==> config.mk <==
export PLATFORM = sky130hd
export DESIGN_NAME = multi_trigger_gen
export DESIGN_NICKNAME = d
export VERILOG_FILES = /design/src/rtl/trig_pkg.sv /design/src/rtl/trig_chan.sv /design/src/rtl/multi_trigger_gen.sv
export SDC_FILE = /design/constraint.sdc
export NUM_CORES = 1
export LEC_CHECK = 0
export ABC_AREA = 1
export CAP_MARGIN = 5
export CORE_UTILIZATION = 25
export CTS_CLUSTER_DIAMETER = 60
export DETAILED_ROUTE_END_ITERATION = 8
export DONT_BUFFER_PORTS = 1
export PLACE_DENSITY = 0.48
export SLEW_MARGIN = 10
export SYNTH_ARGS = -nofsm -noshare
export SYNTH_HDL_FRONTEND = slang
export SYNTH_SLANG_ARGS = --single-unit
==> constraint.sdc <==
create_clock -name clk -period 8.1 [get_ports clk]
set_clock_uncertainty 0.2 [all_clocks]
set_input_delay 2.025 -clock clk [delete_from_list [all_inputs] [get_ports clk]]
set_output_delay 2.025 -clock clk [all_outputs]
set_load 0.01 [all_outputs]
==> src/rtl/trig_pkg.sv <==
// Shared types and helpers for the multi-channel trigger generator.
// Used by trig_chan and multi_trigger_gen (optional TRIG_COUNT_EN event counters).
package trig_pkg;

    // Channel run state.
    typedef enum logic {
        IDLE = 1'b0,
        RUN  = 1'b1
    } chan_state_t;

    // Width of the per-channel trigger event counter.
    localparam int TRIG_CNT_W = 16;

    // Storage width of period/width fields. This is the widest counter width
    // the channel supports. Narrower CNT_W values are zero-extended into it.
    localparam int CFG_W = 16;

    // One channel's configuration as it is held in the shadow and active copies.
    typedef struct packed {
        logic [CFG_W-1:0] period;
        logic [CFG_W-1:0] width;
        logic             oneshot;
    } chan_cfg_t;

    // Normalise a raw configuration write.
    // A zero period or width behaves as one. The width never exceeds the period.
    function automatic chan_cfg_t norm_cfg(input logic [CFG_W-1:0] period,
                                           input logic [CFG_W-1:0] width,
                                           input logic             oneshot);
        chan_cfg_t c;
        c.period  = (period == '0) ? CFG_W'(1) : period;
        c.width   = (width == '0) ? CFG_W'(1) : width;
        if (c.width > c.period) begin
            c.width = c.period;
        end
        c.oneshot = oneshot;
        return c;
    endfunction

    // Configuration every channel wakes up with: the default period,
    // a one-cycle pulse, and periodic mode.
    function automatic chan_cfg_t reset_cfg(input int def_period);
        chan_cfg_t c;
        c.period  = CFG_W'(def_period);
        c.width   = CFG_W'(1);
        c.oneshot = 1'b0;
        return c;
    endfunction

endpackage

==> src/rtl/trig_chan.sv <==
// One trigger channel.
// It holds the period counter, the pulse-width counter, the shadow and active
// configuration, and the registered trigger output.
// Optional macro TRIG_COUNT_EN adds a saturating count of trigger rising edges.
module trig_chan
    import trig_pkg::*;
#(
    parameter int CNT_W      = 8,
    parameter int DEF_PERIOD = 2
) (
    input  logic             clk,
    input  logic             rst,
    input  logic             cfg_we,
    input  logic [CNT_W-1:0] cfg_period,
    input  logic [CNT_W-1:0] cfg_width,
    input  logic             cfg_oneshot,
    input  logic             start,
    input  logic             stop,
    output logic             trigger,
    output logic             busy
`ifdef TRIG_COUNT_EN
    ,
    output logic [TRIG_CNT_W-1:0] trig_cnt
`endif
);

    chan_state_t      state_q, state_d;
    logic [CNT_W-1:0] cnt_q, cnt_d;
    logic [CNT_W-1:0] pw_q, pw_d;
    logic             trig_q, trig_d;
    chan_cfg_t        shadow_q, shadow_d;
    chan_cfg_t        active_q, active_d;
    logic             start_acc;
    logic             finished;

    // Stop beats start when both arrive in the same cycle.
    assign start_acc = start & ~stop;

    // The last cycle of the current period. The counter restarts on the next edge.
    assign finished  = (state_q == RUN) &&
                       (CFG_W'(cnt_q) == (active_q.period - CFG_W'(1)));

    // Next-state logic: the FSM, both counters, the config copies, and the trigger.
    always_comb begin
        // NOTE: every signal gets a default before any branch, so no path
        // leaves a value unassigned and no latch is inferred.
        shadow_d = cfg_we ? norm_cfg(CFG_W'(cfg_period), CFG_W'(cfg_width), cfg_oneshot)
                          : shadow_q;
        state_d  = state_q;
        cnt_d    = cnt_q;
        pw_d     = (pw_q != '0) ? pw_q - CNT_W'(1) : '0;
        active_d = active_q;

        case (state_q)
            IDLE: begin
                // A one-shot tail still in flight is left to finish.
                if (start_acc) begin
                    state_d  = RUN;
                    cnt_d    = '0;
                    active_d = shadow_d;
                end
            end
            RUN: begin
                if (start_acc) begin
                    // Restart: begin a fresh period and drop any pulse in progress.
                    cnt_d    = '0;
                    pw_d     = '0;
                    active_d = shadow_d;
                end else if (finished) begin
                    cnt_d    = '0;
                    pw_d     = CNT_W'(active_q.width);
                    active_d = shadow_d;
                    if (active_q.oneshot) begin
                        state_d = IDLE;
                    end
                end else begin
                    cnt_d = cnt_q + CNT_W'(1);
                end
            end
            default: state_d = IDLE;
        endcase

        // A stop idles the channel and silences the trigger on the same edge.
        if (stop) begin
            state_d = IDLE;
            cnt_d   = '0;
            pw_d    = '0;
        end

        trig_d = (pw_d != '0);
    end

    // State register, with a synchronous active-low reset.
    always_ff @(posedge clk) begin
        // NOTE: sequential state is updated only with non-blocking assignments,
        // so every flop samples values from before the edge.
        if (!rst) begin
            state_q  <= IDLE;
            cnt_q    <= '0;
            pw_q     <= '0;
            trig_q   <= 1'b0;
            // NOTE: the config registers are reset on purpose.
            // After reset, a start must run with the default period.
            shadow_q <= reset_cfg(DEF_PERIOD);
            active_q <= reset_cfg(DEF_PERIOD);
        end else begin
            state_q  <= state_d;
            cnt_q    <= cnt_d;
            pw_q     <= pw_d;
            trig_q   <= trig_d;
            shadow_q <= shadow_d;
            active_q <= active_d;
        end
    end

    assign trigger = trig_q;
    assign busy    = (state_q == RUN);

`ifdef TRIG_COUNT_EN
    logic [TRIG_CNT_W-1:0] ev_cnt_q;

    // Count trigger rising edges since the last accepted start, saturating at all-ones.
    always_ff @(posedge clk) begin
        if (!rst) begin
            ev_cnt_q <= '0;
        end else if (start_acc) begin
            ev_cnt_q <= '0;
        end else if (trig_d && !trig_q && (ev_cnt_q != '1)) begin
            ev_cnt_q <= ev_cnt_q + TRIG_CNT_W'(1);
        end
    end

    assign trig_cnt = ev_cnt_q;
`endif

endmodule

==> src/rtl/multi_trigger_gen.sv <==
// Multi-channel periodic / one-shot trigger generator.
// The top level builds CH trig_chan instances and decodes the config write
// address so it reaches a single channel.
// Optional macro TRIG_COUNT_EN exposes trig_cnt: a 16-bit rising-edge count
// for each channel.
module multi_trigger_gen
    import trig_pkg::*;
#(
    parameter int CH         = 4,
    parameter int CNT_W      = 8,
    parameter int DEF_PERIOD = 2
) (
    input  logic                                clk,
    input  logic                                rst,
    input  logic                                cfg_we,
    input  logic [((CH > 1) ? $clog2(CH) : 1)-1:0] cfg_ch,
    input  logic [CNT_W-1:0]                    cfg_period,
    input  logic [CNT_W-1:0]                    cfg_width,
    input  logic                                cfg_oneshot,
    input  logic [CH-1:0]                       start,
    input  logic [CH-1:0]                       stop,
    output logic [CH-1:0]                       trigger,
    output logic [CH-1:0]                       busy
`ifdef TRIG_COUNT_EN
    ,
    output logic [CH*TRIG_CNT_W-1:0]            trig_cnt
`endif
);

    localparam int CH_AW = (CH > 1) ? $clog2(CH) : 1;

    logic [CH-1:0] ch_we;

    // Write-enable decode. An address at or above CH matches no channel,
    // so that write is dropped.
    always_comb begin
        ch_we = '0;
        for (int i = 0; i < CH; i++) begin
            ch_we[i] = cfg_we && (cfg_ch == CH_AW'(i));
        end
    end

    for (genvar g = 0; g < CH; g++) begin : g_chan
        trig_chan #(
            .CNT_W      (CNT_W),
            .DEF_PERIOD (DEF_PERIOD)
        ) u_chan (
            .clk         (clk),
            .rst         (rst),
            .cfg_we      (ch_we[g]),
            .cfg_period  (cfg_period),
            .cfg_width   (cfg_width),
            .cfg_oneshot (cfg_oneshot),
            .start       (start[g]),
            .stop        (stop[g]),
            .trigger     (trigger[g]),
            .busy        (busy[g])
`ifdef TRIG_COUNT_EN
            ,
            .trig_cnt    (trig_cnt[g*TRIG_CNT_W +: TRIG_CNT_W])
`endif
        );
    end

endmodule

# ---- After elaboration in Yosys (flattened, before gate mapping)
# Index checks and enable logic that the tools add are counted.
dict set report classes {
  n_addsub 12
  n_mul 0
  n_div 0
  magnitude_cmp 1
  n_eq_ne 15
  n_shift 0
  mux 79
  n_bitwise 13
  n_reduce_logical 27
}
# op n
set ops {}
lappend ops {{2-to-1 mux 33 bit} 16}
lappend ops {{2-to-1 mux 8 bit} 34}
lappend ops {{case mux 33 bit (2 select lines)} 4}
lappend ops {{== test 8 x 16 -> 1 bit} 4}
lappend ops {{case mux 8 bit (2 select lines)} 4}
lappend ops {{nonzero test 8 bit} 8}
lappend ops {{subtractor 16 x 1 -> 16 bit, second input constant} 4}
lappend ops {{adder 8 x 1 -> 8 bit, second input constant} 4}
lappend ops {{subtractor 8 x 1 -> 8 bit, second input constant} 4}
lappend ops {{greater-than comparator 16 x 8 -> 1 bit} 1}
lappend ops {{zero test 8 bit} 2}
lappend ops {{2-to-1 mux 1 bit} 16}
lappend ops {{2-to-1 mux 16 bit} 1}
lappend ops {{inequality test 3 bit, second input constant} 4}
lappend ops {{inverter 1 bit} 9}
lappend ops {{logical AND 1 bit} 8}
lappend ops {{inequality test 2 x 1 -> 1 bit, second input constant} 4}
lappend ops {{case mux 1 bit (2 select lines)} 4}
lappend ops {{AND reduction 2 bit} 4}
lappend ops {{OR reduction 2 bit} 4}
lappend ops {{bitwise AND 1 bit} 4}
lappend ops {{== test 2 bit, second input constant} 2}
lappend ops {{== test 2 x 1 -> 1 bit, second input constant} 1}
lappend ops {{zero test 2 bit} 1}
dict set report word_totals {
  register_bits 304
  latchBits 0
  ram_bits 0
  romBits 0
  inputBits 30
  out_inout_bits 8
  mem_count 0
}

# ---- Depth between registers and ports, before layout
# Gate-level depths: netlist (run 1).
dict set report logic_depth {
  ltp_word 8
  depth_mapped 19
  ltp_nobuf 19
}

# ---- Cells and area by module
# From an unflattened synthesis (run 1), not the netlist that was laid out.
dict set report hier_totals {
  cells_unflattened 2498
  hier_area_um2 16285.6
}
# module instances cells_each area_per_inst_um2
set modules_own_cells {}
lappend modules_own_cells {{trig_chan (g_chan[2].u_chan ...)} 2 622 4116.4}
lappend modules_own_cells {{trig_chan (g_chan[0].u_chan ...)} 2 623 4011.3}
lappend modules_own_cells {multi_trigger_gen 1 8 30.0}

# ---- Least setup slack after synthesis (run 1)
# No wires, ideal clock.
dict set report synth_path {
  path_type {input to register}
  startpoint {in cfg_period[2]}
  endpoint {reg g_chan[0].u_chan.active_q[2] (netlist name)}
  setup_ps 126
  arrival_time_ps 4015
  path_slack_ps 3758
  cell_stages 17
  path_cell_list {inv_1 -> nand3_1 -> nor3_1 -> a31o_2 -> ha_1 -> inv_1 -> a21oi_1 -> o21ai_0 -> nand2_1 -> o211ai_1 -> o21ai_1 -> clkbuf_1 -> nor2_1 -> a21oi_1 -> nand2_1 -> o21ai_0 -> a21oi_1}
}
dict set report synth_between {
  elab_chain_cells 8
  elab_cells_between_ends 9
}
# element line
set synth_rtl {}
lappend synth_rtl {{start, declared} multi_trigger_gen.sv:17} ;# input logic [CNT_W-1:0] cfg_period,
lappend synth_rtl {{zero test 8 bit} trig_pkg.sv:31} ;# c.period = (period == '0) ? CFG_W'(1) : period;
lappend synth_rtl {{2-to-1 mux 8 bit *} trig_pkg.sv:31}
lappend synth_rtl {{greater-than comparator 16 x 8 -> 1 bit} trig_pkg.sv:33} ;# if (c.width > c.period) begin
lappend synth_rtl {{2-to-1 mux 16 bit *} trig_pkg.sv:33}
lappend synth_rtl {{2-to-1 mux 33 bit *} trig_chan.sv:47} ;# shadow_d = cfg_we ? norm_cfg(CFG_W'(cfg_period), CFG_W'(cfg_width), cfg_oneshot)
lappend synth_rtl {{2-to-1 mux 33 bit} trig_chan.sv:69} ;# end else if (finished) begin
lappend synth_rtl {{2-to-1 mux 33 bit} trig_chan.sv:64} ;# if (start_acc) begin
lappend synth_rtl {{case mux 33 bit (2 select lines) *} trig_chan.sv:54} ;# case (state_q)
lappend synth_rtl {{end signal, assigned} trig_chan.sv:105} ;# active_q <= reset_cfg(DEF_PERIOD);
lappend synth_rtl {{end signal, assigned} trig_chan.sv:112} ;# active_q <= active_d;
lappend synth_rtl {{end, declared} trig_chan.sv:32} ;# chan_cfg_t active_q, active_d;
# Mark *: on every way between the ends. The rest lies on a longest branch, timed or not. The select of a mux whose other input is x is not followed.
# A chain may end at the register's enable or synchronous reset.

# ---- Worst setup path in the final report (run 1)
dict set report layout_path {
  startpoint {in cfg_period[2]}
  endpoint {reg g_chan[3].u_chan.active_q[7] (netlist name)}
}
dict set report layout_between {
  elab_chain_cells 8
  elab_cells_between_ends 9
}
# element line
set layout_rtl {}
lappend layout_rtl {{zero test 8 bit} trig_pkg.sv:31}
lappend layout_rtl {{2-to-1 mux 8 bit *} trig_pkg.sv:31}
lappend layout_rtl {{greater-than comparator 16 x 8 -> 1 bit} trig_pkg.sv:33}
lappend layout_rtl {{2-to-1 mux 16 bit *} trig_pkg.sv:33}
lappend layout_rtl {{2-to-1 mux 33 bit *} trig_chan.sv:47}
lappend layout_rtl {{2-to-1 mux 33 bit} trig_chan.sv:69}
lappend layout_rtl {{2-to-1 mux 33 bit} trig_chan.sv:64}
lappend layout_rtl {{case mux 33 bit (2 select lines) *} trig_chan.sv:54}
lappend layout_rtl {{end signal, assigned} trig_chan.sv:105}
lappend layout_rtl {{end signal, assigned} trig_chan.sv:112}
lappend layout_rtl {{end, declared} trig_chan.sv:32}
# Marked as above.

==> run_results.csv, run 1 <==
group,metric,value,unit
synthesis,synth_cell_types,48,
timing,finalMaxSlewViolations,0,
synthesis,synth_seq_cells,272,
synthesis,syn-num-nets,2159,
setup_path,slowest_stage,"o21ai_1",
synthesis,netlist_area,14000,um^2
cts,post_cts_buffers,0,
timing,hold_violations,0,
setup_path,arrival,5.01,ns
synthesis,syn_avg_cell_area,6.65,um^2
place,globalplace.congestion,0.814,
worst_hold_path,worstHoldPathType,"flip-flop to flip-flop",
setup_path,max_stage_delay,0.54,ns
cts,cts-buffers-inserted,34,
power,p_leak,6.82,nW
setup_path,ff2ff_setup_slack,4.92,ns
timing,rsz0062_at_grt,"false",
setup_path,crit_type,"input pin to flip-flop",
cts,post_cts_resized,0,
drt,avgViaCountPerCell,4.45,
setup_path,r2r_cells,15,
timing,setup_violations,0,
finish,layout_commonest_cell,"nand2_1",
setup_path,critPathRequiredTime,8.31,ns
global_route,grt_use_total,13.4,%
status,outcome,"finished, final reports clean",
cts,path_clk_slew,0.06,ns
power,internal_power,2.86,mW
global_route,grt_pass1_wl,62.1,mm
job,drv_cap,0,
timing,worstMarginPinSlew,0.999,ns
setup_path,worst_setup_path_end_kind,"flip-flop",
die,io_pins,38,
power,switching_share,33.2,%
place,dpl.hpwl,26.5,mm
setup_path,crit_path_max_fanout,16,
die,die-height,239,um
cts,cts_max_level,2,
finish,antennaDiodeCount,0,
finish,syn2layout_area_growth,12.5,%
timing,fmax,0.209,GHz
global_route,antenna_found_initial,0,
power,power_frac_seq,36.1,%
timing,fin_crit_sh,59.2,%
place,portBuffers,0,
power,vdd_drop_max,148,uV
setup_path,crit_chain,"inv_1 -> nand3_1 -> nor3_1 -> a31o_2 -> ha_1 -> inv_1 -> a21oi_1 -> o21ai_0 -> nand2_1 -> o211ai_1 -> o21ai_1 -> o21ai_0 -> or2_2 -> nand3_1 -> o21ai_0",
global_route,overflow,0,
die,start_util,25.4,%
power,p_per_area,271,nW/um^2
synthesis,synthTopCellsByArea,"dfxtp_1 39%, nand2_1 15%, nor2_1 8.2%, o21ai_0 6.0%, a21oi_1 5.5%",
global_route,grt_pass1_vias,12200,
timing,min_period,4.79,ns
global_route,grt_max_degree,106,
setup_path,startpoint_type,"input pin",
synthesis,synth_top_cell_by_area,"dfxtp_1",
power,power_switching,1.42,mW
timing,fin_setup_tns,0,ns
die,fp.coreArea,55200,um^2
drt,drt_iter0_markers,670,
drt,antenna_left,0,
drt,num_vias,12600,
place,pre_cts_ws,2.75,ns
power,p_comb_share,27.3,%
cts,cts_root_buffer,"clkbuf_16",
cts,cts_tree,"done",
setup_path,path_common_cell,"o21ai_0",
synthesis,ys_seq_area_share,38.9,%
drt,detail_route.first_pass.iterations,7,
die,die_area,56900,um^2
finish,final_cell_mix,"552 x nand2_1, 304 x nor2_1, 272 x dfxtp_1",
finish,layout-drive-gt1-share,6.47,%
finish,nets,2117,
drt,post_drt_wl_per_cell,13.2,um
cts,cts_buffer_depth,3,
die,fp-row-count,86,
die,fp.dieW,239,um
synthesis,synth_top_area_share,38.9,%
timing,fin_ws,3.31,ns
power,clockPowerShare,36.6,%
cts,clkLatencyLatePin,0.53,ns
synthesis,syn_inst,2105,
cts,hold_buffers,0,
drt,drt-total-wl,37.5,mm
worst_hold_path,holdPathStages,2,
synthesis,synth_warnings,0,
timing,slew_headroom,33.0,%
cts,cts.sinks,272,
drt,drc,0,
-- Yosys cell counts, drive strengths merged --
| cell type | count |
|---|---|
| dfxtp | 272 |
| mux2i | 8 |
| and2 | 2 |
| a31oi | 1 |
| a41oi | 1 |
| buf | 32 |
| nand3b | 26 |
| nor3 | 17 |
| xor2 | 21 |
| nand2b | 1 |
| and3 | 2 |
| ha | 24 |
| clkbuf | 53 |
| a21o | 1 |
| nand2 | 563 |
| nor2 | 328 |
| xnor2 | 14 |
| clkinv | 1 |
| o31ai | 1 |
| o21ai | 176 |
| a31o | 1 |
| a311oi | 1 |
| o211ai | 3 |
| inv | 205 |
| o21bai | 2 |
| a211oi | 8 |
| nand4 | 24 |
| nor4 | 1 |
| a21oi | 155 |
| or2 | 23 |
| nand3 | 137 |
| a21boi | 1 |
-- worst paths after layout --
| kind | startpoint | end |
|---|---|---|
| setup / recovery | cfg_period[2] | g_chan[3].u_chan.active_q[7] |
| hold / removal | g_chan[0].u_chan.shadow_q[29] | g_chan[0].u_chan.shadow_q[29] |
| setup reg to reg | g_chan[1].u_chan.active_q[17] | g_chan[1].u_chan.cnt_q[6] |
| hold reg to reg | g_chan[0].u_chan.shadow_q[29] | g_chan[0].u_chan.shadow_q[29] |
-- layout make-up --
type | instances | area (um^2)
repair buffers | 7 | 52.6
inverters | 206 | 776
clock buffers | 50 | 1020
well taps | 748 | 936
clock inverters | 9 | 134
flip-flops and latches | 272 | 5450
fillers | 6055 | 39500
multi-input cells | 1542 | 7380
-- kinds of logic after synthesis --
group	Yosys count	share of synthesized area [%]
buf+inv	291	8.54
flops	272	38.9
xor+xnor	35	2.19
compound gates	351	13.0
fa+ha+maj	24	2.15
simple gates	1124	34.7
mux	8	0.572
-- metal layers --
metal | GRT usage, % | vias to the layer above | routed length, um
met1 | 17.6 | 5727 | 18700
met4 | 4.90 | 0 | 972
met3 | 2.78 | 60 | 1670
li1 | - | 6658 | -
met2 | 21.5 | 164 | 16200
met5 | 0 | - | 0
-- power by group through the flow --
stage | clock (mW) | combinational, mW | sequential (mW)
after floorplan | 0 | 0.979 | 1.53
after global placement | 0 | 1.16 | 1.57
after detailed placement | 0 | 1.17 | 1.57
after CTS | 1.62 | 1.18 | 1.54
after global routing | 1.67 | 1.37 | 1.56
final | 1.56 | 1.17 | 1.54
-- worst max-delay path, delay by kind of cell --
kind	cells	cell delay (ns)
AOI/OAI and AO/OA	7	1.66
and+or+nand+nor	5	0.82
adders and majority gates	1	0.18
buffers and inverters	2	0.32
-- per-stage QoR --
| stage | std cells | utilization, % | hold WS, ns | power, mW | area (um^2) |
|---|---|---|---|---|---|
| after global routing | 2834 | 28.5 | 0.255 | 4.60 | 15700 |
| after floorplan | 2105 | - | 0.226 | 2.51 | 14000 |
| after CTS | 2834 | 28.5 | 0.247 | 4.34 | 15700 |
| after detailed placement | 2775 | 26.4 | 0.239 | 2.74 | 14600 |
| after global placement | 2775 | 26.4 | 0.234 | 2.73 | 14600 |
| final | 2834 | 28.5 | 0.246 | 4.27 | 15700 |
-- sequential cells by signal (all words and copies together) (netlist names) --
name and flops:
g_chan.u_chan.busy 4, g_chan.u_chan.pw_q 32, g_chan.u_chan.shadow_q 100, g_chan.u_chan.trigger 4
g_chan.u_chan.cnt_q 32, g_chan.u_chan.active_q 100
(Power assumes the default switching activity.)
==> run 2, diff against run 1 <==
==> constraint.sdc (replaced) <==
create_clock -name clk -period 4.95 [get_ports clk]
set_clock_uncertainty 0.2 [all_clocks]
set_input_delay 1.2375 -clock clk [delete_from_list [all_inputs] [get_ports clk]]
set_output_delay 1.2375 -clock clk [all_outputs]
set_load 0.01 [all_outputs]
==> run_results.csv, run 2 (synthesized netlist as in run 1, its figures left out) <==
group,metric,value,unit
status,outcome,"finished, final reports clean",
setup_path,crit_path_max_fanout,10,
cts,cts_max_level,2,
power,p_per_area,450,nW/um^2
finish,finish.utilization,28.7,%
die,die_area,56900,um^2
finish,antennaDiodeCount,0,
global_route,overflow,0,
finish,regArea,5450,um^2
cts,cts_tree,"done",
cts,cts_buffer_depth,3,
cts,post_cts_resized,0,
global_route,grt_max_degree,106,
cts,post_cts_buffers,0,
timing,finalMaxSlewViolations,0,
cts,cts_root_buffer,"clkbuf_16",
setup_path,startpoint,"cfg_period[7]",
timing,fmax,0.270,GHz
finish,nets,2123,
die,fp-row-count,86,
finish,fin_area,15900,um^2
place,placed_cell_area,14600,um^2
drt,drc,0,
drt,drt-total-wl,37.6,mm
setup_path,startpoint_type,"input pin",
setup_path,reg2reg_to,"g_chan[1].u_chan.cnt_q[3]",
drt,post_drt_wl_per_cell,13.3,um
setup_path,arrival,3.94,ns
cts,cts-buffers-inserted,35,
drt,antenna_left,0,
setup_path,ff2ff_setup_slack,1.82,ns
setup_path,crit_type,"input pin to flip-flop",
setup_path,worst_setup_path_end_kind,"flip-flop",
worst_hold_path,holdPathStages,2,
die,start_util,25.4,%
timing,fin_crit_sh,74.8,%
power,vdd_drop_max,253,uV
setup_path,setup.worst_path.end,"g_chan[0].u_chan.active_q[1]",
timing,rsz0062_at_grt,"false",
setup_path,critPathRequiredTime,5.19,ns
finish,syn2layout_area_growth,13.3,%
place,dpl.hpwl,26.4,mm
timing,slew_headroom,47.3,%
finish,layout_commonest_cell,"nand2_1",
drt,detail_route.first_pass.iterations,5,
timing,min_period,3.70,ns
setup_path,reg2reg_from,"g_chan[1].u_chan.active_q[17]",
cts,hold_buffers,0,
drt,drt_iter0_markers,641,
cts,clkLatencyLatePin,0.52,ns
die,die-height,239,um
power,p_total,7.13,mW
global_route,antenna_found_initial,0,
place,globalplace.congestion,0.821,
timing,setup_violations,0,
drt,avgViaCountPerCell,4.44,
finish,top_regs,"g_chan.u_chan.active_q (100), g_chan.u_chan.shadow_q (100)",
die,fp.coreArea,55200,um^2
drt,num_vias,12600,
timing,worstMarginPinSlew,0.782,ns
finish,layout-drive-gt1-share,6.98,%
global_route,grt_use_total,13.4,%
place,portBuffers,0,
setup_path,r2r_cells,15,
power,p_leak,6.89,nW
worst_hold_path,worstHoldPathType,"flip-flop to flip-flop",
die,fp.dieW,239,um
timing,fin_setup_tns,0,ns
job,drv_cap,0,
finish,fillers,6031,
finish,multi_input_area,7380,um^2
die,io_pins,38,
timing,hold_violations,0,
finish,final_cell_mix,"552 x nand2_1, 304 x nor2_1, 272 x dfxtp_1",
global_route,grt_pass1_wl,61.7,mm
cts,cts.sinks,272,
global_route,grt_pass1_vias,11800,
cts,path_clk_slew,0.06,ns
[run 2: cell count changes in the layout (fill, tap and decap cells not counted), sizes merged]
cell	change
clkinv	+1
inv	+2
clkbuf	-3
buf	+5
bufinv	+1
[run 2: power by group]
part	leakage, nW	internal, mW	switching [mW]
sequential	2.22	2.38	0.145
clock	0.600	1.68	1.00
combinational	4.06	0.708	1.22
[run 2: metrics by stage]
step	worst slack, ns	hold WS, ns	cells
3_5_place_dp	0.692	0.238	2780
2_1_floorplan	1.40	0.226	2105
3_3_place_gp	0.719	0.234	2780
4_1_cts	1.24	0.247	2840
5_1_grt	0.952	0.265	2840
6_report	1.25	0.244	2840
[run 2: worst min-delay path by stage]
stage | from | to | slack (ns)
6_report | g_chan[0].u_chan.shadow_q[25] | g_chan[0].u_chan.shadow_q[25] | 0.24
4_1_cts | g_chan[2].u_chan.shadow_q[27] | g_chan[2].u_chan.shadow_q[27] | 0.25
2_1_floorplan | g_chan[0].u_chan.shadow_q[25] | g_chan[0].u_chan.shadow_q[25] | 0.23
3_5_place_dp | g_chan[2].u_chan.shadow_q[27] | g_chan[2].u_chan.shadow_q[27] | 0.24
5_1_grt | g_chan[2].u_chan.shadow_q[27] | g_chan[2].u_chan.shadow_q[27] | 0.26
3_3_place_gp | g_chan[3].u_chan.shadow_q[25] | g_chan[3].u_chan.shadow_q[25] | 0.23
[run 2: routing by layer]
layer | track usage (%) | vias up | wire length [um]
met4 | 3.05 | 0 | 603
li1 | - | 6682 | -
met5 | 0 | - | 0
met2 | 21.6 | 154 | 16600
met3 | 3.04 | 40 | 1880
met1 | 17.9 | 5722 | 18600
[run 2: critical path, cell delays in order]
cell and delay, ns:
inv_1 0.24, nand3_1 0.12, nor3_1 0.14, a31o_2 0.25, ha_1 0.16, inv_1 0.04
a21oi_1 0.11, o21ai_0 0.09, nand2_1 0.06, o211ai_1 0.07, o21ai_1 0.26, buf_4 0.25
nor2_1 0.05, a21oi_1 0.45, nand2_1 0.13, nand2_1 0.10, a21oi_1 0.06, o21ai_0 0.10
[run 2: area by class of cell]
class	instances	share of cell area [%]
clock buffer	47	6.52
clock inverter	13	1.15
inverter	206	4.89
multi-input combinational	1542	46.5
sequential	272	34.3
tap	748	5.90
timing repair buffer	12	0.647
==> run 3, diff against run 2 <==
==> constraint.sdc (replaced) <==
create_clock -name clk -period 3.88 [get_ports clk]
set_clock_uncertainty 0.2 [all_clocks]
set_input_delay 0.97 -clock clk [delete_from_list [all_inputs] [get_ports clk]]
set_output_delay 0.97 -clock clk [all_outputs]
set_load 0.01 [all_outputs]
==> run_results.csv, run 3 (synthesized netlist as in run 1, its figures left out) <==
group,metric,value,unit
power,vdd_drop_max,334,uV
setup_path,crit_path_max_fanout,7,
finish,syn2layout_area_growth,13.0,%
timing,slew_headroom,46.6,%
drt,detail_route.first_pass.iterations,6,
cts,cts_buffer_depth,3,
finish,layout_commonest_cell,"nand2_1",
power,internal_power,5.76,mW
timing,fin_crit_sh,79.4,%
finish,fillers,5980,
drt,antenna_left,0,
drt,drc,0,
timing,rsz0062_at_grt,"false",
finish,instances_no_fill,2854,
die,fp.coreArea,55200,um^2
timing,whs,0.243,ns
finish,antennaDiodeCount,0,
drt,drt-total-wl,38.1,mm
power,p_comb_share,28.3,%
drt,post_drt_wl_per_cell,13.4,um
global_route,grt_pass1_vias,12100,
timing,fin_setup_tns,0,ns
finish,layout-drive-gt1-share,7.55,%
cts,clkLatencyLatePin,0.59,ns
cts,hold_buffers,0,
cts,path_clk_slew,0.06,ns
finish,top_regs,"g_chan.u_chan.active_q (100), g_chan.u_chan.shadow_q (100)",
power,clockPowerShare,35.0,%
die,fp-row-count,86,
setup_path,crit_type,"input pin to flip-flop",
status,outcome,"finished, final reports clean",
place,numPlacedInstances,2796,
finish,finish.utilization,28.7,%
global_route,grt_max_degree,106,
global_route,antenna_found_initial,0,
global_route,grt_pass1_wl,63.3,mm
cts,post_cts_resized,0,
drt,drt_iter0_markers,712,
cts,cts_tree,"done",
die,start_util,25.4,%
power,switching_share,34.3,%
timing,fmax,0.325,GHz
power,p_leak,6.87,nW
cts,cts.sinks,272,
setup_path,worst_setup_path_end_kind,"flip-flop",
die,fp.dieW,239,um
power,power_frac_seq,36.7,%
place,portBuffers,0,
cts,cts_max_level,1,
timing,setup_violations,0,
setup_path,startpoint_type,"input pin",
drt,num_vias,12700,
cts,cts_root_buffer,"clkbuf_16",
power,p_per_area,554,nW/um^2
global_route,grt_use_total,13.6,%
place,dpl.hpwl,27.6,mm
die,die_area,56900,um^2
global_route,overflow,0,
finish,final_cell_mix,"552 x nand2_1, 304 x nor2_1, 272 x dfxtp_1",
timing,finalMaxSlewViolations,0,
setup_path,arrival,3.34,ns
timing,hold_violations,0,
die,io_pins,38,
place,globalplace.congestion,0.848,
cts,post_cts_buffers,0,
die,die-height,239,um
timing,min_period,3.08,ns
cts,cts-buffers-inserted,31,
drt,avgViaCountPerCell,4.45,
timing,worstMarginPinSlew,0.792,ns
finish,nets,2135,
worst_hold_path,worstHoldPathType,"flip-flop to flip-flop",
power,power_switching,3.01,mW
job,drv_cap,0,
setup_path,critPathRequiredTime,4.14,ns
## run 3: cell count changes in the layout (fill, tap and decap cells not counted)
cell / previous run / this run
inv_6: 3 / 2
clkinv_2: 4 / 2
clkinvlp_4: 1 / 5
buf_12: 1 / 0
clkinv_4: 1 / 4
bufinv_16: 4 / 3
clkbuf_16: 37 / 31
clkbuf_1: 3 / 4
buf_4: 11 / 28
## run 3: path summary, 6_finish.rpt
kind	endpoint	slack, ns	start	depth (start not counted)
max	g_chan[0].u_chan.active_q[2]	0.80	cfg_period[7]	17
min	g_chan[0].u_chan.shadow_q[29]	0.24	g_chan[0].u_chan.shadow_q[29]	2
max reg2reg	g_chan[1].u_chan.active_q[21]	0.89	g_chan[1].u_chan.active_q[17]	13
min reg2reg	g_chan[0].u_chan.shadow_q[29]	0.24	g_chan[0].u_chan.shadow_q[29]	2
## run 3: stage by stage
step                      power [mW]  area, um^2  setup WS [ns]
after global placement          5.74       14700          0.175
after floorplan                 5.25       14000          0.593
after CTS                       8.87       15800          0.782
final                           8.76       15800          0.801
after detailed placement        5.76       14700          0.180
after global routing            9.43       15800          0.515
## run 3: area by class of cell
type	count	area [um^2]	area share, %
multi-input cells	1542	7380	46.6
flip-flops and latches	272	5450	34.4
well taps	748	936	5.91
clock buffers	42	887	5.61
inverters	206	776	4.90
repair buffers	28	210	1.33
clock inverters	16	190	1.20
## run 3: power by group through the flow
stage          logic, mW  clock network [mW]  registers, mW
6_report            2.48                3.07           3.22
4_1_cts             2.50                3.15           3.22
5_1_grt             2.91                3.27           3.25
3_5_place_dp        2.48                   0           3.28
2_1_floorplan       2.04                   0           3.20
3_3_place_gp        2.46                   0           3.28
## run 3: routing by layer
metal | global-route usage [%] | part of all wire [%]
met5 | 0 | 0
met4 | 3.48 | 1.9
met3 | 2.92 | 5.1
met2 | 22.3 | 44
met1 | 17.8 | 49
## run 3: critical path, stage by stage
cell and delay [ns]:
inv_1 0.11, nand3_1 0.10, nor3_1 0.14, a31o_2 0.24
ha_1 0.16, inv_1 0.04, a21oi_1 0.11, o21ai_0 0.09
nand2_1 0.07, o211ai_1 0.08, o21ai_1 0.20, buf_4 0.21
nor2_1 0.05, a21oi_1 0.43, nand2_1 0.10, o21ai_0 0.13
a21oi_1 0.10
